## src/rtl/clk_div_pkg.sv

```systemverilog
// Shared definitions for the multi-channel clock divider.
//   CNT_W_DEF / DEFAULT_DIV_DEF : default counter width and reset divide ratio
//   cfg_req_t                   : a captured configuration request (channel, ratio)
//   lock_state_e                : per-channel lock progress, exported for debug
// The request struct is sized for the largest legal build (16 channels,
// 32-bit ratios). The top level zero-extends into it and narrows back out of it.
package clk_div_pkg;

  localparam int CNT_W_DEF       = 16;
  localparam int DEFAULT_DIV_DEF = 2;
  localparam int CFG_CH_W        = 4;   // holds channel numbers 0..15
  localparam int CFG_DIV_W       = 32;  // holds any ratio with CNT_W <= 32

  typedef struct packed {
    logic [CFG_CH_W-1:0]  ch;
    logic [CFG_DIV_W-1:0] div;
  } cfg_req_t;

  // LS_WAIT_APPLY : a new ratio is accepted but not yet loaded into the counter
  // LS_ARMED      : a ratio is loaded, and its first strobe has not been output yet
  // LS_LOCKED     : the loaded ratio has produced at least one strobe
  typedef enum logic [1:0] {
    LS_WAIT_APPLY = 2'd0,
    LS_ARMED      = 2'd1,
    LS_LOCKED     = 2'd2
  } lock_state_e;

endpackage

```

## src/rtl/clk_div_channel.sv

```systemverilog
// One divider channel. It holds the ratio register, the phase counter, the
// registered strobe and square-wave outputs, and the lock-progress FSM.
//   clk_in, rst_n : source clock, async active-low reset
//   sync          : restart the counter at 0 on the next edge
//   accept        : a new request for this channel is being accepted this cycle
//   pend_hit      : a previously accepted request targets this channel
//   new_div       : ratio of that pending request
//   apply         : (comb) the pending ratio is loaded at this edge
//   clk_en        : one-cycle strobe per divided period
//   clk_out       : divided square wave (high for ceil(div/2) cycles)
//   lock_state    : lock FSM state; locked == (lock_state == LS_LOCKED)
module clk_div_channel
  import clk_div_pkg::*;
#(
  parameter int CNT_W       = CNT_W_DEF,
  parameter int DEFAULT_DIV = DEFAULT_DIV_DEF
) (
  input  logic             clk_in,
  input  logic             rst_n,
  input  logic             sync,
  input  logic             accept,
  input  logic             pend_hit,
  input  logic [CNT_W-1:0] new_div,
  output logic             apply,
  output logic             clk_en,
  output logic             clk_out,
  output lock_state_e      lock_state
);

  localparam logic [CNT_W-1:0] ONE = CNT_W'(1);

  logic [CNT_W-1:0] div_q, div_d;
  logic [CNT_W-1:0] cnt_q, cnt_d;
  logic [CNT_W-1:0] half;
  logic             wrap;
  logic             out_d;
  lock_state_e      state_d;

  assign wrap = (cnt_q == div_q - ONE);
  // ceil(div/2), written so it cannot overflow for an all-ones ratio
  assign half = (div_q >> 1) + {{(CNT_W-1){1'b0}}, div_q[0]};
  // A ratio of 1 has no low phase to show, so the wave is held low
  assign out_d = (div_q != ONE) && (cnt_q < half);

  always_comb begin
    apply   = pend_hit && (sync || wrap);
    cnt_d   = (sync || wrap) ? '0 : cnt_q + ONE;
    div_d   = apply ? new_div : div_q;
    state_d = lock_state;
    if (accept) begin
      state_d = LS_WAIT_APPLY;
    end else if (apply) begin
      state_d = LS_ARMED;
    end else if (lock_state == LS_ARMED && wrap) begin
      // This wrap is the first one of the loaded ratio, so its strobe is
      // output at the same edge that sets locked.
      state_d = LS_LOCKED;
    end
  end

  always_ff @(posedge clk_in or negedge rst_n) begin
    if (!rst_n) begin
      div_q      <= CNT_W'(DEFAULT_DIV);
      cnt_q      <= '0;
      clk_en     <= 1'b0;
      clk_out    <= 1'b0;
      lock_state <= LS_ARMED;
    end else begin
      div_q      <= div_d;
      cnt_q      <= cnt_d;
      clk_en     <= wrap;
      clk_out    <= out_d;
      lock_state <= state_d;
    end
  end

endmodule

```

## src/rtl/multi_clock_divider.sv

```systemverilog
// Multi-channel clock divider. It generates NUM_CH strobe/square-wave pairs
// from clk_in, and each channel's ratio can be changed at run time without a
// short or glitched period.
//   clk_in, rst_n      : source clock, async active-low reset
//   cfg_valid/cfg_ready: request handshake, with target cfg_ch and ratio cfg_div
//   cfg_err            : one-cycle pulse after a rejected request
//   sync               : restart every channel counter in phase
//   clk_en[i]          : per-channel one-cycle strobe per divided period
//   clk_out[i]         : per-channel registered divided square wave
//   locked[i]          : channel is running a fully applied ratio
//
// Handshake: a request is taken when cfg_valid && cfg_ready are both high at a
// rising edge. If the request is illegal (cfg_div == 0 or cfg_ch >= NUM_CH),
// cfg_err pulses for the next cycle and nothing else changes. Otherwise the
// request is held pending, and cfg_ready stays low until the target channel
// loads the new ratio. It loads at that channel's next wrap, or at a sync
// that arrives after the request was taken. cfg_valid may stay high while
// cfg_ready is low. It is only sampled when cfg_ready is high.
module multi_clock_divider
  import clk_div_pkg::*;
#(
  parameter  int NUM_CH      = 4,
  parameter  int CNT_W       = CNT_W_DEF,
  parameter  int DEFAULT_DIV = DEFAULT_DIV_DEF,
  localparam int CH_W        = (NUM_CH > 1) ? $clog2(NUM_CH) : 1
) (
  input  logic              clk_in,
  input  logic              rst_n,
  input  logic              cfg_valid,
  output logic              cfg_ready,
  input  logic [CH_W-1:0]   cfg_ch,
  input  logic [CNT_W-1:0]  cfg_div,
  output logic              cfg_err,
  input  logic              sync,
  output logic [NUM_CH-1:0] clk_en,
  output logic [NUM_CH-1:0] clk_out,
  output logic [NUM_CH-1:0] locked
);

  cfg_req_t          pend_q;
  cfg_req_t          req_in;
  logic              pend_valid_q;
  logic              cfg_take;
  logic              cfg_bad;
  logic              cfg_accept;
  logic [NUM_CH-1:0] apply_vec;
  logic [CNT_W-1:0]  pend_div;

  assign cfg_ready  = ~pend_valid_q;
  assign cfg_take   = cfg_valid & cfg_ready;
  assign cfg_bad    = (cfg_div == '0) || (32'(cfg_ch) >= 32'(NUM_CH));
  assign cfg_accept = cfg_take & ~cfg_bad;
  assign pend_div   = CNT_W'(pend_q.div);

  always_comb begin
    req_in     = '0;
    req_in.ch  = CFG_CH_W'(cfg_ch);
    req_in.div = CFG_DIV_W'(cfg_div);
  end

  // Acceptance requires no pending request, and loading requires one, so the
  // two branches below never compete.
  always_ff @(posedge clk_in or negedge rst_n) begin
    if (!rst_n) begin
      pend_valid_q <= 1'b0;
      pend_q       <= '0;
      cfg_err      <= 1'b0;
    end else begin
      cfg_err <= cfg_take & cfg_bad;
      if (cfg_accept) begin
        pend_valid_q <= 1'b1;
        pend_q       <= req_in;
      end else if (|apply_vec) begin
        pend_valid_q <= 1'b0;
      end
    end
  end

  for (genvar i = 0; i < NUM_CH; i++) begin : g_ch
    logic        pend_hit;
    logic        accept_i;
    lock_state_e state;

    assign pend_hit  = pend_valid_q && (pend_q.ch == CFG_CH_W'(i));
    assign accept_i  = cfg_accept && (32'(cfg_ch) == 32'(i));
    assign locked[i] = (state == LS_LOCKED);

    clk_div_channel #(
      .CNT_W       (CNT_W),
      .DEFAULT_DIV (DEFAULT_DIV)
    ) u_ch (
      .clk_in     (clk_in),
      .rst_n      (rst_n),
      .sync       (sync),
      .accept     (accept_i),
      .pend_hit   (pend_hit),
      .new_div    (pend_div),
      .apply      (apply_vec[i]),
      .clk_en     (clk_en[i]),
      .clk_out    (clk_out[i]),
      .lock_state (state)
    );
  end

endmodule

```

## config.mk

```make
export PLATFORM = sky130hd
export DESIGN_NAME = multi_clock_divider
export DESIGN_NICKNAME = d
export VERILOG_FILES = /design/src/rtl/clk_div_pkg.sv /design/src/rtl/clk_div_channel.sv /design/src/rtl/multi_clock_divider.sv
export SDC_FILE = /design/constraint.sdc
export NUM_CORES = 1
export LEC_CHECK = 0
export ABC_CLOCK_PERIOD_IN_PS = 9400
export CAP_MARGIN = 5
export CORE_MARGIN = 5
export CORE_UTILIZATION = 60
export CTS_BUF_LIST = sky130_fd_sc_hd__clkbuf_8
export DETAILED_ROUTE_END_ITERATION = 16
export PLACE_DENSITY_LB_ADDON = 0.12
export SLEW_MARGIN = 30
export SYNTH_ARGS = -nofsm -noshare
export SYNTH_HDL_FRONTEND = slang
export SYNTH_SLANG_ARGS = --single-unit
```

## constraint.sdc

```tcl
create_clock -name clk_in -period 9.4 [get_ports clk_in]
set_clock_uncertainty 0.15 [all_clocks]
set_input_delay 1.41 -clock clk_in [delete_from_list [all_inputs] [get_ports clk_in]]
set_output_delay 1.41 -clock clk_in [all_outputs]
set_load 0.005 [all_outputs]
```

==> results of run 1 <==
[registers in the layout (all words and copies together), names as in the netlist]
name                  flops
g_ch.u_ch.cnt_q          64
g_ch.u_ch.div_q          64
pend_div                 16
g_ch.u_ch.lock_state      8
g_ch.u_ch.clk_en          4
g_ch.u_ch.clk_out         4
pend_q                    2
cfg_err                   1
pend_valid_q              1
[power by group through the flow]
| stage | clock network, W | registers, W | logic [W] |
|---|---|---|---|
| floorplan | 0 | 0.00106 | 0.00128 |
| global placement | 0 | 0.00139 | 0.00127 |
| detailed placement | 0 | 0.00140 | 0.00130 |
| CTS | 0.000565 | 0.00139 | 0.00131 |
| global route | 0.000595 | 0.00144 | 0.00147 |
| finish | 0.000554 | 0.00140 | 0.00131 |
[synthesized netlist by cell type, types with 29 or more instances]
cell | instances | area share
dfrtp_1 | 156 | 0.34
nor2_1 | 122 | 0.040
xnor2_1 | 88 | 0.066
xor2_1 | 88 | 0.066
ha_1 | 80 | 0.086
nand3_1 | 79 | 0.034
mux2_2 | 70 | 0.068
nand2_1 | 62 | 0.020
clkbuf_1 | 49 | 0.016
a21oi_1 | 44 | 0.019
inv_1 | 35 | 0.011
nor3_1 | 32 | 0.014
o21ai_0 | 31 | 0.013
and3_1 | 29 | 0.016
[worst paths after layout]
check,start,endpoint,slack (ns),depth (start not counted)
worst max-delay path,g_ch[1].u_ch.div_q[8],g_ch[1].u_ch.div_q[5],4.86,8
worst min-delay path,g_ch[0].u_ch.lock_state[0],g_ch[0].u_ch.lock_state[0],0.38,2
worst max register to register,g_ch[1].u_ch.div_q[8],g_ch[1].u_ch.div_q[5],4.86,8
worst min register to register,g_ch[0].u_ch.lock_state[0],g_ch[0].u_ch.lock_state[0],0.38,2
max in group asynchronous,rst_n,g_ch[3].u_ch.div_q[3],7.19,2
min in group asynchronous,rst_n,g_ch[0].u_ch.cnt_q[9],0.83,1
[worst min-delay path, stage by stage (launching register included)]
cell and delay (ns):
dfstp_2 0.38, o21ai_0 0.08, a21oi_1 0.07
[cell type report]
type	instances	area, um2
Sequential cell	164	4110
Tap cell	260	325
Inverter	35	131
Clock inverter	13	158
Clock buffer	19	262
Multi-Input combinational cell	963	6990
Fill cell	1605	6530
Timing Repair Buffer	39	388
[per-layer routing]
metal | GRT usage | part of all wire | wire length [um] | vias to the layer above
li1 | - | - | - | 4348
met1 | 0.361 | 0.46 | 12500 | 4446
met2 | 0.402 | 0.47 | 12700 | 253
met3 | 0.0386 | 0.053 | 1430 | 36
met4 | 0.0682 | 0.017 | 456 | 0
met5 | 0 | 0 | 0 | -
[through the flow]
step	total power, W	utilization	cell area (um2)	instances	setup WS (ns)
after floorplan	0.00234	-	11600	1238	5.73
after global placement	0.00266	0.632	11900	1461	4.97
after detailed placement	0.00270	0.632	11900	1461	4.89
after CTS	0.00326	0.654	12400	1493	4.87
after global routing	0.00350	0.654	12400	1493	4.54
final	0.00326	0.654	12400	1493	4.86
[cell families (layout without fill, tap and decap cells)]
| logic type | Yosys count | after routing | share of synthesized area |
|---|---|---|---|
| flip-flops | 164 | 164 | 0.355 |
| adder cells (fa/ha/maj) | 80 | 80 | 0.0863 |
| AO/OA/AOI/OAI | 168 | 168 | 0.0985 |
| multiplexers | 81 | 81 | 0.0810 |
| buffers and inverters | 111 | 106 | 0.0425 |
| XOR/XNOR | 176 | 176 | 0.133 |
| AND/OR/NAND/NOR | 458 | 458 | 0.204 |
==> results.cfg, run 1 <==
[status]
status = finished clean

[job]
cap_violations = 0

[die]
pin_count = 36
core_um2 = 18900
dieArea_um2 = 22200
die_y_um = 149
die_w_um = 149
initial_core_util = 0.614
placementRows = 50

[setup_path]
crit_fanout = 18
crit_arrival_ns = 4.75
path_class = register to register
cpPeakStageDelay_ns = 0.89
startpoint_type = register
end_kind = register
cpMaxStageDelayCell = and4_1
cp_top_family = simple AND/OR/NAND/NOR gates
crit_buf_inv = 0
worstPathCellList = or3_1, or4_4, or4_1, a32oi_1, and4_4, or2_1, and4_1, mux2_2
cp.required_ns = 9.61

[pwr]
clkPwrFrac = 0.170
static-leakage-power_nw = 5.26
pwr-share-comb = 0.402
internal_power_w = 0.00187
switching_power_w = 0.00140
switching_share = 0.428
seqPwrFrac = 0.429
power_density_nw_per_um2 = 264
peakVddDrop_uv = 144

[finish]
final_cell_mix = dfrtp_1, nor2_1, xnor2_1, xor2_1, ha_1
final_layout_size_suffix_gt1_frac = 0.111
areaGrowthSynthToFinish_pct = 6.65
layout.nets = 1322
num_antenna_cells = 0
final_common_cell = dfrtp_1

[clock_tree]
cts_setup_buffers = 0
cts_hold_buf = 0
post_cts_resized = 0
tritoncts = done
clk_pin_slew_ns = 0.09
clockBufferDepth = 2
insertion_delay_ns = 0.48
ctsRootBufferMaster = clkbuf_8
cts_buffers = 17
cts.htree.levels = 4
cts_sinks = 164

[timing]
worstMarginPinSlew_ns = 0.960
slew_headroom = 0.360
rsz0062_at_grt = false
fin_crit_ns = 4.54
hold-worst-slack_ns = 0.381
drv_slew = 0
finalSetupTns_ns = 0
final-hold-violation-count = 0
fin_crit_sh = 0.483
setup_viol = 0
clock.fmax_mhz = 220

[detailed_routing]
routed_wl_um = 27000
ant_nets = 0
drt_iter0_markers = 711
drc = 0
num_vias = 9083
post_drt_wl_per_cell_um = 18.1
drt_first_pass_iters = 7
vias_per_cell = 6.08

[yosys]
syn-num-nets = 1340
syn_avg_cell_area_um2 = 9.36
ys.flop_type = dfrtp_1
ys_ff_latch = 164
synth-async-reset-ratio = 1.00
ys_types = 70
yosysWarnings = 0
synth_enable_flop_cells = 0
netlist_area_um2 = 11600
ys_seq_area_frac = 0.355
synth_cells = 1238

[grt]
first_global_vias = 8633
grt_overflow = 0
grt_use_total = 0.252
grt_pass1_wl_um = 45300
antenna_found_initial = 0
grt_max_degree = 97

[placed_design]
portBuffers = 35
routabilityCongestion = 0.951
place_hpwl_um = 19500

[min_path]
hold_path_class = register to register
Note: power is estimated with default switching activity, not from simulation.
==> inputs of run 2 (changes only) <==
--- a/config.mk
+++ b/config.mk
@@ -5,7 +5,7 @@
 export SDC_FILE = /design/constraint.sdc
 export NUM_CORES = 1
 export LEC_CHECK = 0
-export ABC_CLOCK_PERIOD_IN_PS = 9400
+export ABC_CLOCK_PERIOD_IN_PS = 4300
 export CAP_MARGIN = 5
 export CORE_MARGIN = 5
 export CORE_UTILIZATION = 60
==> constraint.sdc (replaced) <==
create_clock -name clk_in -period 4.3 [get_ports clk_in]
set_clock_uncertainty 0.15 [all_clocks]
set_input_delay 0.645 -clock clk_in [delete_from_list [all_inputs] [get_ports clk_in]]
set_output_delay 0.645 -clock clk_in [all_outputs]
set_load 0.005 [all_outputs]
==> results.cfg, run 2 (synthesized netlist as in run 1, its figures left out) <==
[status]
status = finished clean

[grt]
grt_use_total = 0.253
grt_overflow = 0
first_global_vias = 8811
antenna_found_initial = 0
grt_max_degree = 103
grt_pass1_wl_um = 45300

[clock_tree]
cts_sinks = 164
post_cts_resized = 0
tritoncts = done
cts_setup_buffers = 0
cts_hold_buf = 0
clockBufferDepth = 2
cts_buffers = 17
cts.htree.levels = 4
clk_pin_slew_ns = 0.09
insertion_delay_ns = 0.47
ctsRootBufferMaster = clkbuf_8

[setup_path]
startpoint_type = register
crit_fanout = 13
cp.required_ns = 4.50
path_class = register to register
cpMaxStageDelayCell = dfstp_2
crit_arrival_ns = 3.88
end_kind = register
cp-startpoint = g_ch[2].u_ch.div_q[1]
worstPathCellList = inv_1, ha_1, nor3b_1, buf_4, nand3_1, nand2_1, a222oi_1, nand4_1, o31ai_2, and4_1, buf_12, mux2_2
cpPeakStageDelay_ns = 0.60
regToRegStartpoint = g_ch[2].u_ch.div_q[1]

[die]
pin_count = 36
core_um2 = 18900
placementRows = 50
die_y_um = 149
die_w_um = 149
initial_core_util = 0.614
dieArea_um2 = 22200

[pwr]
pwr-share-comb = 0.411
power_density_nw_per_um2 = 577
clkPwrFrac = 0.171
internal_power_w = 0.00415
peakVddDrop_uv = 274
seqPwrFrac = 0.419
static-leakage-power_nw = 5.34
switching_share = 0.425
switching_power_w = 0.00306

[finish]
num_antenna_cells = 0
final_layout_size_suffix_gt1_frac = 0.124
fin_cells = 1509
final_util = 0.662
final_cell_mix = dfrtp_1, nor2_1, xnor2_1, xor2_1, ha_1
areaGrowthSynthToFinish_pct = 7.87
final_common_cell = dfrtp_1
layout.nets = 1338

[placed_design]
portBuffers = 35
place_hpwl_um = 20100
dp.cells = 1477
routabilityCongestion = 0.907
pre_cts_ws_ns = 0.657

[detailed_routing]
dr_wl_met2_um = 12400
wl_met1_um = 12900
ant_nets = 0
wl_met3_um = 1200
post_drt_wl_per_cell_um = 18.0
drt_first_pass_iters = 5
num_vias = 9043
drt_iter0_markers = 574
vias_per_cell = 5.99
routed_wl_um = 27100
highest_layer = met4
drc = 0

[timing]
fin_crit_ns = 3.68
setup_viol = 0
slew_headroom = 0.435
finalSetupTns_ns = 0
clock.fmax_mhz = 272
final-hold-violation-count = 0
worstMarginPinSlew_ns = 0.848
fin_crit_sh = 0.855
fin_ws_ns = 0.622
drv_slew = 0
rsz0062_at_grt = false

[min_path]
hold_path_class = input pin to asynchronous set/reset pin

[job]
cap_violations = 0
-- run 2: per-layer routing --
metal | vias up | GRT usage
met5 | - | 0
li1 | 4386 | -
met3 | 38 | 0.0416
met1 | 4420 | 0.358
met2 | 199 | 0.399
met4 | 0 | 0.0819
-- run 2: path summary, 6_finish.rpt --
kind	slack, ns	to	depth (start not counted)
max in group asynchronous	2.88	g_ch[2].u_ch.div_q[1]	2
min reg2reg	0.36	g_ch[0].u_ch.lock_state[0]	2
min	0.05	g_ch[0].u_ch.cnt_q[11]	1
max	0.62	g_ch[2].u_ch.div_q[6]	12
max reg2reg	0.62	g_ch[2].u_ch.div_q[6]	12
min in group clk_in	0.36	g_ch[0].u_ch.lock_state[0]	2
-- run 2: worst max-delay path: cells and delay by family (launching register included) --
family          cells  cell delay [ns]
mux                 1             0.34
fa+ha+maj           1             0.28
compound gates      2             0.71
simple gates        5             1.01
buf+inv             3             0.47
flops               1             0.60
-- run 2: area by class of cell --
| class | instances | area (um2) |
|---|---|---|
| clock buffers | 20 | 275 |
| clock inverters | 12 | 155 |
| fillers | 1605 | 6390 |
| multi-input cells | 963 | 6990 |
| inverters | 35 | 131 |
| well taps | 260 | 325 |
| repair buffers | 55 | 517 |
| flip-flops and latches | 164 | 4110 |
-- run 2: through the flow --
stage	area, um2	total power, W	hold slack, ns
2_1_floorplan	11600	0.00512	0.199
3_3_place_gp	12100	0.00591	0.354
3_5_place_dp	12100	0.00596	0.352
4_1_cts	12500	0.00721	0.168
5_1_grt	12500	0.00774	0.162
6_report	12500	0.00721	0.0521
-- run 2: power groups by stage --
stage	Sequential (W)	Combinational [W]	Clock [W]
2_1_floorplan	0.00232	0.00280	0
6_report	0.00302	0.00296	0.00123
3_5_place_dp	0.00303	0.00293	0
3_3_place_gp	0.00303	0.00288	0
5_1_grt	0.00312	0.00331	0.00132
4_1_cts	0.00300	0.00296	0.00126
==> inputs of run 3 (changes only) <==
--- a/config.mk
+++ b/config.mk
@@ -7,7 +7,6 @@
 export LEC_CHECK = 0
 export ABC_CLOCK_PERIOD_IN_PS = 4300
 export CAP_MARGIN = 5
-export CORE_MARGIN = 5
 export CORE_UTILIZATION = 60
 export CTS_BUF_LIST = sky130_fd_sc_hd__clkbuf_8
 export DETAILED_ROUTE_END_ITERATION = 16
==> results.cfg, run 3 (synthesized netlist as in run 1, its figures left out) <==
[detailed_routing]
vias_per_cell = 6.02
drt_iter0_markers = 702
drt_first_pass_iters = 5
routed_wl_um = 27100
post_drt_wl_per_cell_um = 18.0
ant_nets = 0
drc = 0
num_vias = 9057

[clock_tree]
clk_pin_slew_ns = 0.10
ctsRootBufferMaster = clkbuf_8
cts_hold_buf = 0
clockBufferDepth = 2
cts_sinks = 164
cts_setup_buffers = 0
post_cts_resized = 0
cts_buffers = 17
insertion_delay_ns = 0.47
tritoncts = done
cts.htree.levels = 4

[setup_path]
startpoint_type = register
cp_top_family = simple AND/OR/NAND/NOR gates
path_class = register to register
end_kind = register
crit_fanout = 16
cp.required_ns = 4.51
crit_buf_inv = 2
cpPeakStageDelay_ns = 0.62
cpMaxStageDelayCell = nor3b_1
worstPathCellList = inv_1, ha_1, nor3b_1, a21o_1, nand2_1, a222oi_1, nand4_1, o31ai_2, and4_1, buf_4, mux2_2
crit_arrival_ns = 4.10

[grt]
antenna_found_initial = 0
grt_pass1_wl_um = 44800
first_global_vias = 8537
grt_max_degree = 95
grt_overflow = 0
grt_use_total = 0.286

[die]
placementRows = 50
initial_core_util = 0.616
die_y_um = 141
dieArea_um2 = 19900
die_w_um = 141
core_um2 = 18800
pin_count = 36

[finish]
num_antenna_cells = 0
areaGrowthSynthToFinish_pct = 7.38
final_cell_mix = dfrtp_1, nor2_1, xnor2_1, xor2_1, ha_1
final_util = 0.661
final_common_cell = dfrtp_1
layout.nets = 1333
final_layout_size_suffix_gt1_frac = 0.121

[timing]
worstMarginPinSlew_ns = 0.884
rsz0062_at_grt = false
fin_crit_ns = 3.89
hold-worst-slack_ns = 0.0772
slew_headroom = 0.405
finalSetupTns_ns = 0
final-hold-violation-count = 0
fin_crit_sh = 0.905
clock.fmax_mhz = 257
setup_viol = 0
fin_ws_ns = 0.411
drv_slew = 0

[status]
status = finished clean

[placed_design]
place_hpwl_um = 19800
portBuffers = 35
routabilityCongestion = 0.917
pre_cts_ws_ns = 0.509

[min_path]
hold_path_class = input pin to asynchronous set/reset pin

[pwr]
peakVddDrop_uv = 291
power_w = 0.00714
power_density_nw_per_um2 = 574
static-leakage-power_nw = 5.32

[job]
cap_violations = 0
==> run 3: cell types whose count changed in the layout (fill, tap and decap cells not counted) <==
cell	change
inv_8	+3
bufinv_16	-2
clkinv_2	-2
clkinvlp_4	-3
buf_4	-5
clkinv_4	-2
clkbuf_8	-3
clkinv_8	+2
inv_1	-1
inv_6	+8
==> run 3: power breakdown <==
part	switching (W)	internal, W
combinational	0.00141	0.00152
clock	0.000699	0.000498
sequential	0.00103	0.00199
total	0.00314	0.00400
==> run 3: per-layer routing <==
layer,global-route usage,vias to the layer above,share of wire
li1,-,4375,-
met1,0.400,4431,0.47
met2,0.476,228,0.48
met3,0.0452,23,0.044
met4,0.0463,0,0.0085
met5,0,-,0
==> run 3: worst register-to-register path, delay by kind of cell, from the launching register on <==
family / cells / cell delay [ns]
flip-flops: 1 / 0.48
adder cells (fa/ha/maj): 1 / 0.30
AO/OA/AOI/OAI: 3 / 0.90
AND/OR/NAND/NOR: 4 / 1.19
multiplexers: 1 / 0.37
buffers and inverters: 2 / 0.38
==> run 3: final timing paths <==
check | to | depth (start not counted) | slack (ns) | start
min | g_ch[0].u_ch.cnt_q[8] | 1 | 0.08 | rst_n
min reg2reg | g_ch[0].u_ch.lock_state[0] | 2 | 0.41 | g_ch[0].u_ch.lock_state[0]
max | g_ch[2].u_ch.div_q[7] | 11 | 0.41 | g_ch[2].u_ch.div_q[0]
max reg2reg | g_ch[2].u_ch.div_q[7] | 11 | 0.41 | g_ch[2].u_ch.div_q[0]
min in group clk_in | g_ch[0].u_ch.lock_state[0] | 2 | 0.41 | g_ch[0].u_ch.lock_state[0]
max in group asynchronous | g_ch[3].u_ch.div_q[1] | 2 | 3.10 | rst_n
==> run 3: stage by stage <==
stage | instance area, um2 | cells
CTS | 12400 | 1504
finish | 12400 | 1504
detailed placement | 12000 | 1472
global placement | 12000 | 1472
floorplan | 11600 | 1238
global route | 12400 | 1504
==> run 3: layout make-up <==
type	count	area, um2
clock buffer	17	234
sequential	164	4110
tap	260	325
fill	1531	6380
inverter	35	131
clock inverter	15	178
multi-input combinational	963	6990
timing repair buffer	50	479
